### config.mk
export PLATFORM = sky130hd
export DESIGN_NAME = sd_readout_chunk_serializer
export DESIGN_NICKNAME = d
export VERILOG_FILES = /design/src/rtl/sd_readout_chunk_serializer.sv
export SDC_FILE = /design/constraint.sdc
export NUM_CORES = 1
export LEC_CHECK = 0
export ABC_CLOCK_PERIOD_IN_PS = 3620
export BUFFER_PORTS_ARGS = -buffer_cell sky130_fd_sc_hd__buf_2
export CAP_MARGIN = 30
export CORE_ASPECT_RATIO = 2
export CORE_UTILIZATION = 40
export CTS_BUF_LIST = sky130_fd_sc_hd__clkbuf_16
export CTS_CLUSTER_SIZE = 14
export DETAILED_ROUTE_END_ITERATION = 16
export SLEW_MARGIN = 20
export SYNTH_ARGS = -nofsm -noshare
export SYNTH_HDL_FRONTEND = slang
export SYNTH_SLANG_ARGS = --single-unit
### constraint.sdc
create_clock -name clk -period 3.62 [get_ports clk]
set_input_delay 0 -clock clk [delete_from_list [all_inputs] [get_ports clk]]
set_output_delay 0 -clock clk [all_outputs]
set_load 0.05 [all_outputs]
### src/rtl/sd_readout_chunk_serializer.sv
// rtl/sd_readout_chunk_serializer.sv - FIFO-buffered chunk serializer from SD readout words to 1/2/4/8-bit SPI lanes
module sd_readout_chunk_serializer #(
  parameter int WORD_W      = 16,
  parameter int LANES       = 4,
  parameter int DEPTH       = 64,
  parameter int CHUNK_WORDS = 16,
  parameter bit LSB_FIRST   = 1'b0
) (
  input  logic                   clk,
  input  logic                   rst_,
  input  logic                   en,
  input  logic [WORD_W-1:0]      wr_data,
  input  logic                   wr_valid,
  output logic                   wr_ready,
  input  logic                   out_shift,
  output logic [LANES-1:0]       out_data,
  output logic                   d_ready,
  output logic                   underrun,
  output logic [$clog2(DEPTH):0] fill
);
  localparam int AW    = $clog2(DEPTH);
  localparam int FW    = AW + 1;
  localparam int BEATS = WORD_W / LANES;
  localparam int BW    = (BEATS > 1) ? $clog2(BEATS) : 1;
  localparam int WLW   = (CHUNK_WORDS > 1) ? $clog2(CHUNK_WORDS) : 1;

  localparam logic [BW-1:0]  LAST_BEAT  = BW'(BEATS - 1);
  localparam logic [FW-1:0]  FILL_CHUNK = FW'(CHUNK_WORDS);
  localparam logic [FW-1:0]  FILL_FULL  = FW'(DEPTH);
  localparam logic [WLW-1:0] FIRST_LEFT = WLW'(CHUNK_WORDS - 1);

  if ((WORD_W % LANES) != 0) begin : g_bad_word_w
    $error("WORD_W must be a multiple of LANES");
  end
  if (!(LANES == 1 || LANES == 2 || LANES == 4 || LANES == 8)) begin : g_bad_lanes
    $error("LANES must be 1, 2, 4 or 8");
  end
  if (CHUNK_WORDS > DEPTH || CHUNK_WORDS < 1) begin : g_bad_chunk
    $error("CHUNK_WORDS must be in 1..DEPTH");
  end
  if (DEPTH < 2 || (DEPTH & (DEPTH - 1)) != 0) begin : g_bad_depth
    $error("DEPTH must be a power of 2, at least 2");
  end

  typedef enum logic [1:0] {
    S_IDLE  = 2'd0,
    S_READY = 2'd1,
    S_XFER  = 2'd2
  } state_t;

  state_t state, state_nxt;

  logic [WORD_W-1:0] mem [DEPTH];
  logic [AW-1:0]     wr_ptr, rd_ptr;
  logic [WORD_W-1:0] sr;
  logic [BW-1:0]     beat;
  logic [WLW-1:0]    words_left;

  logic push, pop, start, shift_ev, last_beat, more_words;

  assign wr_ready   = rst_ & en & (fill < FILL_FULL);
  assign push       = wr_valid & wr_ready;
  assign start      = (state == S_IDLE) && (fill >= FILL_CHUNK);
  assign shift_ev   = out_shift && (state != S_IDLE);
  assign last_beat  = (beat == LAST_BEAT);
  assign more_words = (words_left != '0);

  // State register
  always_ff @(posedge clk or negedge rst_) begin
    if (!rst_) begin
      state <= S_IDLE;
    end else if (!en) begin
      state <= S_IDLE;
    end else begin
      state <= state_nxt;
    end
  end

  // Next-state logic
  always_comb begin
    state_nxt = state;
    case (state)
      S_IDLE: begin
        if (start) state_nxt = S_READY;
      end
      S_READY, S_XFER: begin
        if (shift_ev) begin
          state_nxt = (last_beat && !more_words) ? S_IDLE : S_XFER;
        end
      end
      default: state_nxt = S_IDLE;
    endcase
  end

  // Output logic; the last-beat refill pops in the same cycle as the shift
  always_comb begin
    d_ready  = (state == S_READY);
    out_data = '0;
    pop      = start || (shift_ev && last_beat && more_words);
    if (state != S_IDLE) begin
      out_data = LSB_FIRST ? sr[LANES-1:0] : sr[WORD_W-1 -: LANES];
    end
  end

  always_ff @(posedge clk) begin
    if (push) mem[wr_ptr] <= wr_data;
  end

  always_ff @(posedge clk or negedge rst_) begin
    if (!rst_) begin
      wr_ptr     <= '0;
      rd_ptr     <= '0;
      fill       <= '0;
      sr         <= '0;
      beat       <= '0;
      words_left <= '0;
      underrun   <= 1'b0;
    end else if (!en) begin
      wr_ptr     <= '0;
      rd_ptr     <= '0;
      fill       <= '0;
      sr         <= '0;
      beat       <= '0;
      words_left <= '0;
      underrun   <= 1'b0;
    end else begin
      if (push) wr_ptr <= wr_ptr + 1'b1;
      if (pop)  rd_ptr <= rd_ptr + 1'b1;
      case ({push, pop})
        2'b10:   fill <= fill + FW'(1);
        2'b01:   fill <= fill - FW'(1);
        default: fill <= fill;
      endcase

      if (state == S_IDLE && out_shift) underrun <= 1'b1;

      if (start) begin
        sr         <= mem[rd_ptr];
        beat       <= '0;
        words_left <= FIRST_LEFT;
      end else if (shift_ev) begin
        if (last_beat) begin
          beat <= '0;
          if (more_words) begin
            sr         <= mem[rd_ptr];
            words_left <= words_left - 1'b1;
          end else begin
            sr <= '0;
          end
        end else begin
          sr   <= LSB_FIRST ? (sr >> LANES) : (sr << LANES);
          beat <= beat + 1'b1;
        end
      end
    end
  end

endmodule

==> out/qor.txt, run 1 <==
Unrepaired setup endpoints after global routing = false
Seq pwr share = 48.5%
Ys async rst share = 4.12%
Mapped Avg Cell Area = 19.7 um2
Worst R2R End = sr[13]$_DFFE_PN0P_
Period minus WS final = 3430 ps
EDFF count, synth = 1024
Crit start category = register
Hold Path Class = in2reg
Placement-stage cell area = 0.0447 mm2
Fillers = 8802
Max-Slew Margin vs Limit = 25.5%
First-pass GRT wire length = 168000 um
Critical path startpoint = state[1]$_DFFE_PN0P_
CP max FO = 16
Layout Nets = 2364
CP arrival = 4010 ps
Post-route setup slack = 194 ps
Xor and xnor fraction of the mapped netlist area = 0.355%
Simple-gate portion of the synthesized area = 3.08%
Compound-Gate Fraction of Synth Area = 4.55%
Layout Cells excl Fill = 3729
Internal power = 20900 uW
Die H = 460 um
Core box area = 0.104 mm2
Post-route ant nets = 0
Final setup fails = 0
Dpl hpwl = 75800 um
Drt first-iter violations = 2028
Largest family of logic cells by synthesized area = multiplexers
Die width = 231 um
Post-cts sizing count = 0
Design area = 0.0474 mm2
Worst setup path endpoint = sr[13]$_DFFE_PN0P_
Area Overhead vs Synth = 13.0%
Clock power share = 30.5%
Die area = 0.106 mm2
Crit end category = register
Clock-pin slew of the registers on the worst-case setup and hold paths = 70 ps
Top post-synthesis cells by count = edfxtp_1, mux4_2, mux2i_1
First-pass detailed-route iteration total = 5
CTS Sinks = 1068
Number of global-route vias before repair = 22700
Slew Limit Fails = 0
Run status = completed
Max_cap viols = 0
Clock Latency Late Sink = 680 ps
Clock Tree Root = clkbuf_16
Synthesized flop and latch total = 1068
Global-route usage over all layers = 22.5%
Final Hold Vio Count = 0
Synth unique cells = 65
Antenna violations before repair = 1
Yosys warns = 0
Site row count = 167
Share of the synthesized area in the top cell type = 73.3%
Via/cell ratio = 5.87
Mux contribution to synthesized area = 13.9%
Worst-Margin Slew = 1110 ps
DR WL/cell = 31.5 um
DRC viols = 0
Leakage = 0.0150 uW
R2r worst-path depth = 7
GR Overflow Total = 0
Htree depth = 3
Fin crit share = 94.6%
Leading area contributor after synthesis = edfxtp_1
Kind of critical path = reg2reg
Top FF cell, synth = edfxtp_1
Initial Utilization = 40.5%
Gate power share = 20.9%
Post-Synthesis Cells = 2133
Synth area leaders = edfxtp_1, mux4_2, mux2i_1
R2r setup slk = 190 ps
CTS tree = yes
Worst slack, placed = 203 ps
Final Wtd Congestion = 0.934
Peak supply drop = 0.443 mV
Via count = 21900
Synthesized Nets = 2164
I/O pin cnt = 35
Critical path required time = 4210 ps
Net Sw Power = 7910 uW
Mapped Area = 0.0420 mm2
F_max = 292 MHz
Most frequent cell after synthesis = edfxtp_1
Setup TNS = 0 ps
PortBufs = 34
Post-Route WL = 118000 um
Critical R2R Launch = state[1]$_DFFE_PN0P_
Total CTS buffers = 89
Hold_ws = 22.2 ps
Sequential element share of the synthesized area = 75.9%
Clock skew = 24.8 ps
Largest net degree at the start of global routing = 65
Pwr Density = 608 mW/mm2
Synth Area in Adders = 0.298%
Max Buffers Root-to-Sink = 3
Placed insts = 3576
Share of cells above drive strength 1 = 22.8%
Sw Share = 27.4%
how the worst min path moves through the flow:
stage	from	endpoint	slack [ps]	cells past startpoint
6_report	wr_data[1]	mem[4][1]$_DFFE_PP_	20	2
3_5_place_dp	rst_	fill[6]$_DFFE_PN0P_	170	2
2_1_floorplan	rst_	beat[0]$_DFFE_PN0P_	-300	0
4_1_cts	wr_data[3]	mem[44][3]$_DFFE_PP_	10	2
5_1_grt	wr_data[1]	mem[4][1]$_DFFE_PP_	40	2
3_3_place_gp	rst_	fill[6]$_DFFE_PN0P_	170	2
layout make-up:
cell class / instances / area (um2) / area share, %
flip-flops and latches: 1068 / 31900 / 67.2
diodes: 1 / 2.50 / 0.00528
clock inverters: 44 / 256 / 0.541
clock buffers: 90 / 2250 / 4.75
multi-input cells: 930 / 9330 / 19.7
inverters: 11 / 41.3 / 0.0871
repair buffers: 233 / 1980 / 4.17
well taps: 1352 / 1690 / 3.57
timing repair:
item	CTS	global route
hold buffers	12	3
endpoints found under the hold margin	234	95
buffers inserted	0	0
layout by cell type (no fill, tap or decap), types with 8 or more instances in the layout:
cell	n
a211o_1	15
a211oi_1	16
a21oi_1	35
a221o_1	12
a221oi_1	11
a22oi_1	15
a31oi_1	8
buf_12	22
buf_2	34
buf_4	162
clkbuf_16	90
clkinv_1	12
dfrtp_1	40
dlygate4sd3_1	15
edfxtp_1	1024
ha_1	10
inv_1	32
mux2_2	47
mux2i_1	143
mux4_1	10
mux4_2	160
nand2_1	71
nand3_1	12
nor2_1	101
nor2b_1	24
nor3_1	15
o211ai_1	14
o21ai_0	23
o221ai_1	24
o22ai_1	58
or3_1	10
xnor2_1	9
xor2_1	8
registers in the layout (all words and copies together) (netlist names):
signal / flops
state: 2
sr: 16
beat: 2
rd_ptr: 6
words_left: 4
underrun: 1
fill: 7
mem: 1024
wr_ptr: 6
kinds of logic after synthesis:
family                     after synthesis
AOI/OAI and AO/OA                      267
xor gates and xnor gates                17
adders and majority gates               10
buffers and inverters                  135
DFF                                   1068
muxes                                  360
and+or+nand+nor                        276
layer usage:
layer / vias up / wire length, um / GRT usage, %
met1: 11700 / 41700 / 25.6
met4: 0 / 8240 / 14.4
met3: 253 / 6070 / 2.84
met2: 787 / 61600 / 39.5
li1: 9150 / - / -
met5: - / 0 / 0
through the flow:
step	power, uW	utilization [%]
floorplan	18300	-
global placement	20300	43.1
detailed placement	20300	43.1
CTS	29000	45.7
global route	29700	45.7
finish	28800	45.7
worst max-delay path, stage by stage (launching register included):
cell     delay, ps
dfrtp_1        390
inv_1          100
ha_1           490
o31a_1         350
a21oi_1        230
nor2_2         780
o21ai_0        690
o21ai_0        320
power by group through the flow:
stage | clock network, uW | registers [uW] | logic, uW
after global routing | 9330 | 14000 | 6400
final | 8800 | 14000 | 6040
after global placement | 0 | 14200 | 6020
after CTS | 8980 | 14000 | 6090
after detailed placement | 0 | 14200 | 6060
after floorplan | 0 | 14200 | 4140
No activity file was read; power rests on OpenSTA's default activity.
==> inputs of run 2 (changes only) <==
--- a/config.mk
+++ b/config.mk
@@ -10,9 +10,9 @@
 export CAP_MARGIN = 30
 export CORE_ASPECT_RATIO = 2
 export CORE_UTILIZATION = 40
-export CTS_BUF_LIST = sky130_fd_sc_hd__clkbuf_16
 export CTS_CLUSTER_SIZE = 14
 export DETAILED_ROUTE_END_ITERATION = 16
+export MAX_ROUTING_LAYER = met4
 export SLEW_MARGIN = 20
 export SYNTH_ARGS = -nofsm -noshare
 export SYNTH_HDL_FRONTEND = slang
==> run 2 against run 1 <==
  * Global-route usage rose by 1.1 points
  * Total power rose by 0.22%
  * Cell count grew 0.21%
  * Count of clock-buffer cells in the layout increased by 40
  * Combinational power about the same
  * Die area is the same
  * Clock power grew 1%
  * First-iteration DRC count grew 8.1%
  * Critical endpoint is now sr[9]$_DFFE_PN0P_
  * Largest power group unchanged
==> out/qor.txt, run 2 (synthesis gave the netlist of run 1 again) <==
Run status = completed
Most frequent cells in the layout = edfxtp_1, mux4_2, buf_4
Setup Fix Bufs, Post-CTS = 0 (unchanged)
Fin crit share = 94.0% (-0.65 points)
Slew Limit Fails = 0 (unchanged)
Max_cap viols = 0 (unchanged)
Max stage delay on crit path = 760 ps (-20 ps)
First-pass detailed-route iteration total = 6 (+1)
Final Hold Vio Count = 0 (unchanged)
Finished Core Util = 45.7% (about the same)
Top reg by flops = mem
First-pass GRT wire length = 170000 um (+1.6%)
Unrepaired setup endpoints after global routing = false
DR WL/cell = 31.8 um (+0.79%)
Crit end category = register
Max Buffers Root-to-Sink = 3 (unchanged)
CTS Sinks = 1068 (unchanged)
Site row count = 167 (unchanged)
Die H = 460 um (unchanged)
CP most frequent cell = o21ai_0
CP cell instances = inv_1 > ha_1 > o31a_1 > a21oi_1 > nor2_2 > o21ai_0 > o21ai_0
Post-Route WL = 119000 um (+1.0%)
Area Overhead vs Synth = 13.0% (about the same)
DRC viols = 0 (unchanged)
CP max FO = 16 (unchanged)
Gate power share = 20.8% (about the same)
Clock power share = 30.9% (+0.4 points)
Initial Utilization = 40.5% (unchanged)
Net Sw Power = 7970 uW (+0.72%)
Max-Slew Margin vs Limit = 28.4% (+2.9 points)
Clock Tree Root = clkbuf_16
GR Overflow Total = 0 (unchanged)
Seq pwr share = 48.3% (-0.2 points)
PortBufs = 34 (unchanged)
Period minus WS final = 3400 ps (-23.4 ps)
Number of global-route vias before repair = 22800 (+0.44%)
Flip-flop count of the largest register after layout = 1024 (unchanged)
Via/cell ratio = 5.93 (+1.1%)
Largest net degree at the start of global routing = 65 (unchanged)
Worst-Margin Slew = 1060 ps (-43.7 ps)
Critical path required time = 4230 ps (+20 ps)
Global-route usage over all layers = 23.5% (+1.1 points)
Antenna violations before repair = 3 (+2)
I/O pin cnt = 35 (unchanged)
Total CTS buffers = 89 (unchanged)
Kind of critical path = reg2reg
Layout Nets = 2361 (-0.13%)
Pwr Density = 609 mW/mm2 (+0.22%)
Hold_ws = 6.94 ps (-15.3 ps)
Final setup fails = 0 (unchanged)
Peak supply drop = 0.347 mV (-22%)
Clock Latency Late Sink = 700 ps (+20 ps)
CP arrival = 4010 ps (about the same)
Top flop regs = mem: 1024 flops, sr: 16 flops, fill: 7 flops
F_max = 294 MHz (+0.69%)
CTS tree = yes
Clock-pin slew of the registers on the worst-case setup and hold paths = 70 ps (about the same)
Internal power = 20900 uW (about the same)
Die area = 0.106 mm2 (unchanged)
Htree depth = 3 (unchanged)
Leakage = 0.0149 uW (-0.66%)
Dpl hpwl = 75200 um (-0.83%)
Crit path max-delay cell type = nor2_2
Sw Share = 27.6% (+0.14 points)
Setup TNS = 0 ps (unchanged)
Drt first-iter violations = 2193 (+8.1%)
Crit start category = register
Core box area = 0.104 mm2 (unchanged)
Clock skew = 30.8 ps (+5.94 ps)
Post-route ant nets = 0 (unchanged)
Most common cell after layout, fill and taps aside = edfxtp_1
Share of cells above drive strength 1 = 22.7% (-0.12 points)
Via count = 22200 (+1.3%)
Final Wtd Congestion = 0.941 (+0.72%)
Hold Path Class = in2async
Die width = 231 um (unchanged)
[run 2: cell types whose count changed in the layout (fill, tap and decap cells not counted), moves of 3 or more]
cell      delta
clkbuf_1    +38
inv_6        +3
clkinv_1     -7
inv_1       -24
buf_4        -6
clkbuf_8     +3
[run 2: repair_timing]
item | CTS | global route
gates resized for setup | 0 | 0
hold buffers | 12 | 5
endpoints found under the hold margin | 235 | 148
[run 2: path summary, 6_finish.rpt]
path                                      start                     to  slack, ps  cells past startpoint
hold reg to reg            underrun$_DFFE_PN0P_   underrun$_DFFE_PN0P_        510                      2
setup / recovery           state[0]$_DFFE_PN0P_      sr[9]$_DFFE_PN0P_        220                      7
hold / removal                             rst_    fill[6]$_DFFE_PN0P_          7                      3
setup reg to reg           state[0]$_DFFE_PN0P_      sr[9]$_DFFE_PN0P_        220                      7
min in group clk                    wr_data[15]   mem[1][15]$_DFFE_PP_         10                      2
max in group asynchronous                  rst_  rd_ptr[0]$_DFFE_PN0P_       3090                      3
[run 2: critical path, delay by kind of cell (launching register included)]
family,cells,cell delay (ps)
adder cells (fa/ha/maj),1,460
flip-flops,1,430
AO/OA/AOI/OAI,4,1590
buffers and inverters,1,90
AND/OR/NAND/NOR,1,760
[run 2: final cells by class]
class,instances,area (um2)
Multi-Input combinational cell,930,9330
Fill cell,8836,56200
Inverter,11,41.3
Timing Repair Buffer,230,1950
Tap cell,1352,1690
Antenna cell,1,2.50
Clock buffer,130,2410
Clock inverter,15,128
Sequential cell,1068,31900
[run 2: layer usage]
layer,vias up,share of wire (%),GRT usage (%)
met5,-,0,-
met4,0,7.2,15.0
li1,9134,-,-
met1,11800,35,26.1
met2,888,52,39.8
met3,301,5.2,3.07
[run 2: power groups by stage]
stage | Clock [uW] | Combinational [uW] | Sequential (uW)
after floorplan | 0 | 4140 | 14200
after global placement | 0 | 5960 | 14200
after detailed placement | 0 | 6020 | 14200
after CTS | 9100 | 6050 | 13900
after global routing | 9510 | 6350 | 13900
final | 8930 | 6010 | 13900
[run 2: per-stage QoR]
step | instances | worst slack [ps] | instance area, um2 | power, uW
6_report | 3737 | 218 | 47400 | 28900
5_1_grt | 3737 | 264 | 47400 | 29800
4_1_cts | 3724 | 342 | 47200 | 29100
3_5_place_dp | 3567 | 355 | 44600 | 20200
3_3_place_gp | 3566 | -292 | 44600 | 20200
2_1_floorplan | 2133 | 549 | 42000 | 18300
==> inputs of run 3 (changes only) <==
--- a/config.mk
+++ b/config.mk
@@ -10,9 +10,9 @@
 export CAP_MARGIN = 30
 export CORE_ASPECT_RATIO = 2
 export CORE_UTILIZATION = 40
-export CTS_CLUSTER_SIZE = 14
+export CTS_CLUSTER_SIZE = 30
 export DETAILED_ROUTE_END_ITERATION = 16
-export MAX_ROUTING_LAYER = met4
+export PLACE_DENSITY = 0.57
 export SLEW_MARGIN = 20
 export SYNTH_ARGS = -nofsm -noshare
 export SYNTH_HDL_FRONTEND = slang
==> run 3 against run 2 <==
  * The run now ends with hold timing left
  * Register-to-register slack better by 90 ps
  * Count of clock-buffer cells in the layout down 15
  * Sequential power about the same
  * Combinational power up 7.5%
  * Global-route usage up 0.69 points
  * Non-clock buffer count up 50
  * Maximum frequency up 2.7%
  * Die area unchanged
  * Critical path type unchanged
  * Largest cell class unchanged
==> out/qor.txt, run 3 (synthesis gave the netlist of run 1 again) <==
Initial Utilization = 40.5% (unchanged)
Largest net degree at the start of global routing = 65 (unchanged)
Hold_ws = -1.69 ps (-8.62 ps)
Critical R2R Launch = rd_ptr[0]$_DFFE_PN0P_
R2r setup slk = 310 ps (+90 ps)
Worst R2R End = sr[2]$_DFFE_PN0P_
Unrepaired setup endpoints after global routing = false
Finished Core Util = 46.5% (+0.80 points)
Global-route usage over all layers = 24.2% (+0.69 points)
HP Start = wr_data[7]
Placement-stage cell area = 0.0450 mm2 (+0.83%)
Most frequent cells in the layout = edfxtp_1, buf_4, mux4_2
CP cell instances = buf_12 > buf_12 > mux4_2 > a21oi_1 > a21oi_1 > buf_4 > a221o_1
Slew Limit Fails = 0 (unchanged)
Gate power share = 21.2% (+0.4 points)
CP max FO = 28 (+12)
Crit path max-delay cell type = dfrtp_4
Hold Path Class = in2reg
First-pass detailed-route iteration total = 11 (+5)
F_max = 302 MHz (+2.7%)
Critical path required time = 4190 ps (-40 ps)
Max Buffers Root-to-Sink = 3 (unchanged)
Antenna violations before repair = 4 (+1)
Final Wtd Congestion = 0.919 (-2.3%)
Sw Share = 27.5% (-0.039 points)
Post-Route WL = 127000 um (+6.8%)
Run status = finished, violations left
Period minus WS final = 3310 ps (-89.9 ps)
Worst-Margin Slew = 1060 ps (-6.51 ps)
PortBufs = 34 (unchanged)
Fillers = 8826 (-0.11%)
CTS tree = yes
CTS Hold Buffers Added = 14 (+2)
Post-route setup slack = 308 ps (+89.9 ps)
Core box area = 0.104 mm2 (unchanged)
Crit end category = register
Most common cell after layout, fill and taps aside = edfxtp_1
Layout Cells excl Fill = 3807 (+1.9%)
Hold path depth = 1
Post-route ant nets = 0 (unchanged)
Design area = 0.0482 mm2 (+1.7%)
Crit start category = register
Kind of critical path = reg2reg
Via/cell ratio = 5.86 (-1.2%)
DR WL/cell = 33.3 um (+4.8%)
GR Overflow Total = 0 (unchanged)
Hold path endpoint = mem[10][7]$_DFFE_PP_
Top flop regs = mem: 1024 flops, sr: 16 flops, fill: 7 flops
Dpl hpwl = 84500 um (+12%)
Total CTS buffers = 89 (unchanged)
Max stage delay on crit path = 740 ps (-20 ps)
Internal power = 22100 uW (+5.6%)
Seq pwr share = 45.9% (-2.4 points)
Clock Latency Late Sink = 690 ps (about the same)
Area Overhead vs Synth = 15.0%
Post-cts sizing count = 0 (unchanged)
Final Hold Vio Count = 4 (+4)
R2r worst-path depth = 7 (unchanged)
I/O pin cnt = 35 (unchanged)
DRC viols = 0 (unchanged)
Drt first-iter violations = 2109 (-3.8%)
Pwr Density = 632 mW/mm2 (+3.7%)
Max-Slew Margin vs Limit = 29.6% (+1.2 points)
Peak supply drop = 0.322 mV (-7.3%)
Flip-flop count of the largest register after layout = 1024 (unchanged)
Site row count = 167 (unchanged)
CP arrival = 3890 ps (-120 ps)
CTS Sinks = 1068 (unchanged)
Final setup fails = 0 (unchanged)
Worst slack, placed = 352 ps (-2.77 ps)
Htree depth = 3 (unchanged)
Die H = 460 um (unchanged)
Placed insts = 3618 (+1.4%)
Max_cap viols = 0 (unchanged)
Layout Nets = 2411 (+2.1%)
Fin crit share = 91.5% (-2.5 points)
Number of global-route vias before repair = 23000 (+1.0%)
Share of cells above drive strength 1 = 25.1% (+2.5 points)
Violated checks = hold timing
Setup Fix Bufs, Post-CTS = 0 (unchanged)
Leakage = 0.0154 uW (+3.2%)
Clock skew = 29.2 ps (-1.53 ps)
Die area = 0.106 mm2 (unchanged)
Clock Tree Root = clkbuf_16
Net Sw Power = 8390 uW (+5.4%)
First-pass GRT wire length = 178000 um (+4.8%)
Top reg by flops = mem
Setup TNS = 0 ps (unchanged)
Clock power share = 32.9% (+2.0 points)
Die width = 231 um (unchanged)
Clock-pin slew of the registers on the worst-case setup and hold paths = 70 ps (about the same)
Via count = 22300 (+0.70%)
[run 3: cell count changes in the layout (fill, tap and decap cells not counted), sizes merged, moves of 6 or more]
cell / delta
clkbuf: -15
clkinvlp: +6
clkinv: +16
buf: +48
bufinv: +12
[run 3: power groups by stage]
| stage | registers (uW) | logic, uW | clock network, uW |
|---|---|---|---|
| global route | 14000 | 6770 | 10600 |
| CTS | 14000 | 6500 | 10200 |
| global placement | 14300 | 6410 | 0 |
| floorplan | 14200 | 4140 | 0 |
| finish | 14000 | 6460 | 10000 |
| detailed placement | 14300 | 6460 | 0 |
[run 3: critical path: cells and delay by family, from the launching register on]
| kind | cells | cell delay [ps] |
|---|---|---|
| buffers and inverters | 3 | 710 |
| AOI/OAI and AO/OA | 3 | 1160 |
| DFF | 1 | 740 |
| muxes | 1 | 540 |
[run 3: cell type report]
cell class	instances	area, um2	area share, %
clock buffer	115	2400	4.97
inverter	11	41.3	0.0856
clock inverter	50	591	1.22
timing repair buffer	280	2330	4.84
antenna	1	2.50	0.00519
multi-input combinational	930	9320	19.3
tap	1352	1690	3.51
sequential	1068	31900	66.0
[run 3: through the flow]
step,hold WS [ps],power [uW]
floorplan,-296,18300
global placement,52.3,20700
detailed placement,60.3,20700
CTS,0.110,30700
global route,10.1,31300
finish,-1.69,30500
[run 3: worst max path at each step]
stage | start | endpoint | slack [ps] | cells past startpoint
finish | rd_ptr[0]$_DFFE_PN0P_ | sr[2]$_DFFE_PN0P_ | 310 | 7
global route | rd_ptr[0]$_DFFE_PN0P_ | sr[5]$_DFFE_PN0P_ | 290 | 8
CTS | rd_ptr[0]$_DFFE_PN0P_ | sr[2]$_DFFE_PN0P_ | 350 | 7
detailed placement | rd_ptr[0]$_DFFE_PN0P_ | sr[2]$_DFFE_PN0P_ | 350 | 7
global placement | rd_ptr[0]$_DFFE_PN0P_ | sr[2]$_DFFE_PN0P_ | 330 | 7
floorplan | fill[4]$_DFFE_PN0P_ | fill[4]$_DFFE_PN0P_ | 550 | 10
[run 3: metal layers]
metal  wire (um)  global-route usage, %  up-vias  share of wire, %
li1            -                      -     9265                 -
met2       68100                   44.0      868                54
met4        7600                   13.2        0               6.0
met3        6500                   3.17      241               5.1
met5           0                      0        -                 0
met1       44700                   27.3    11900                35
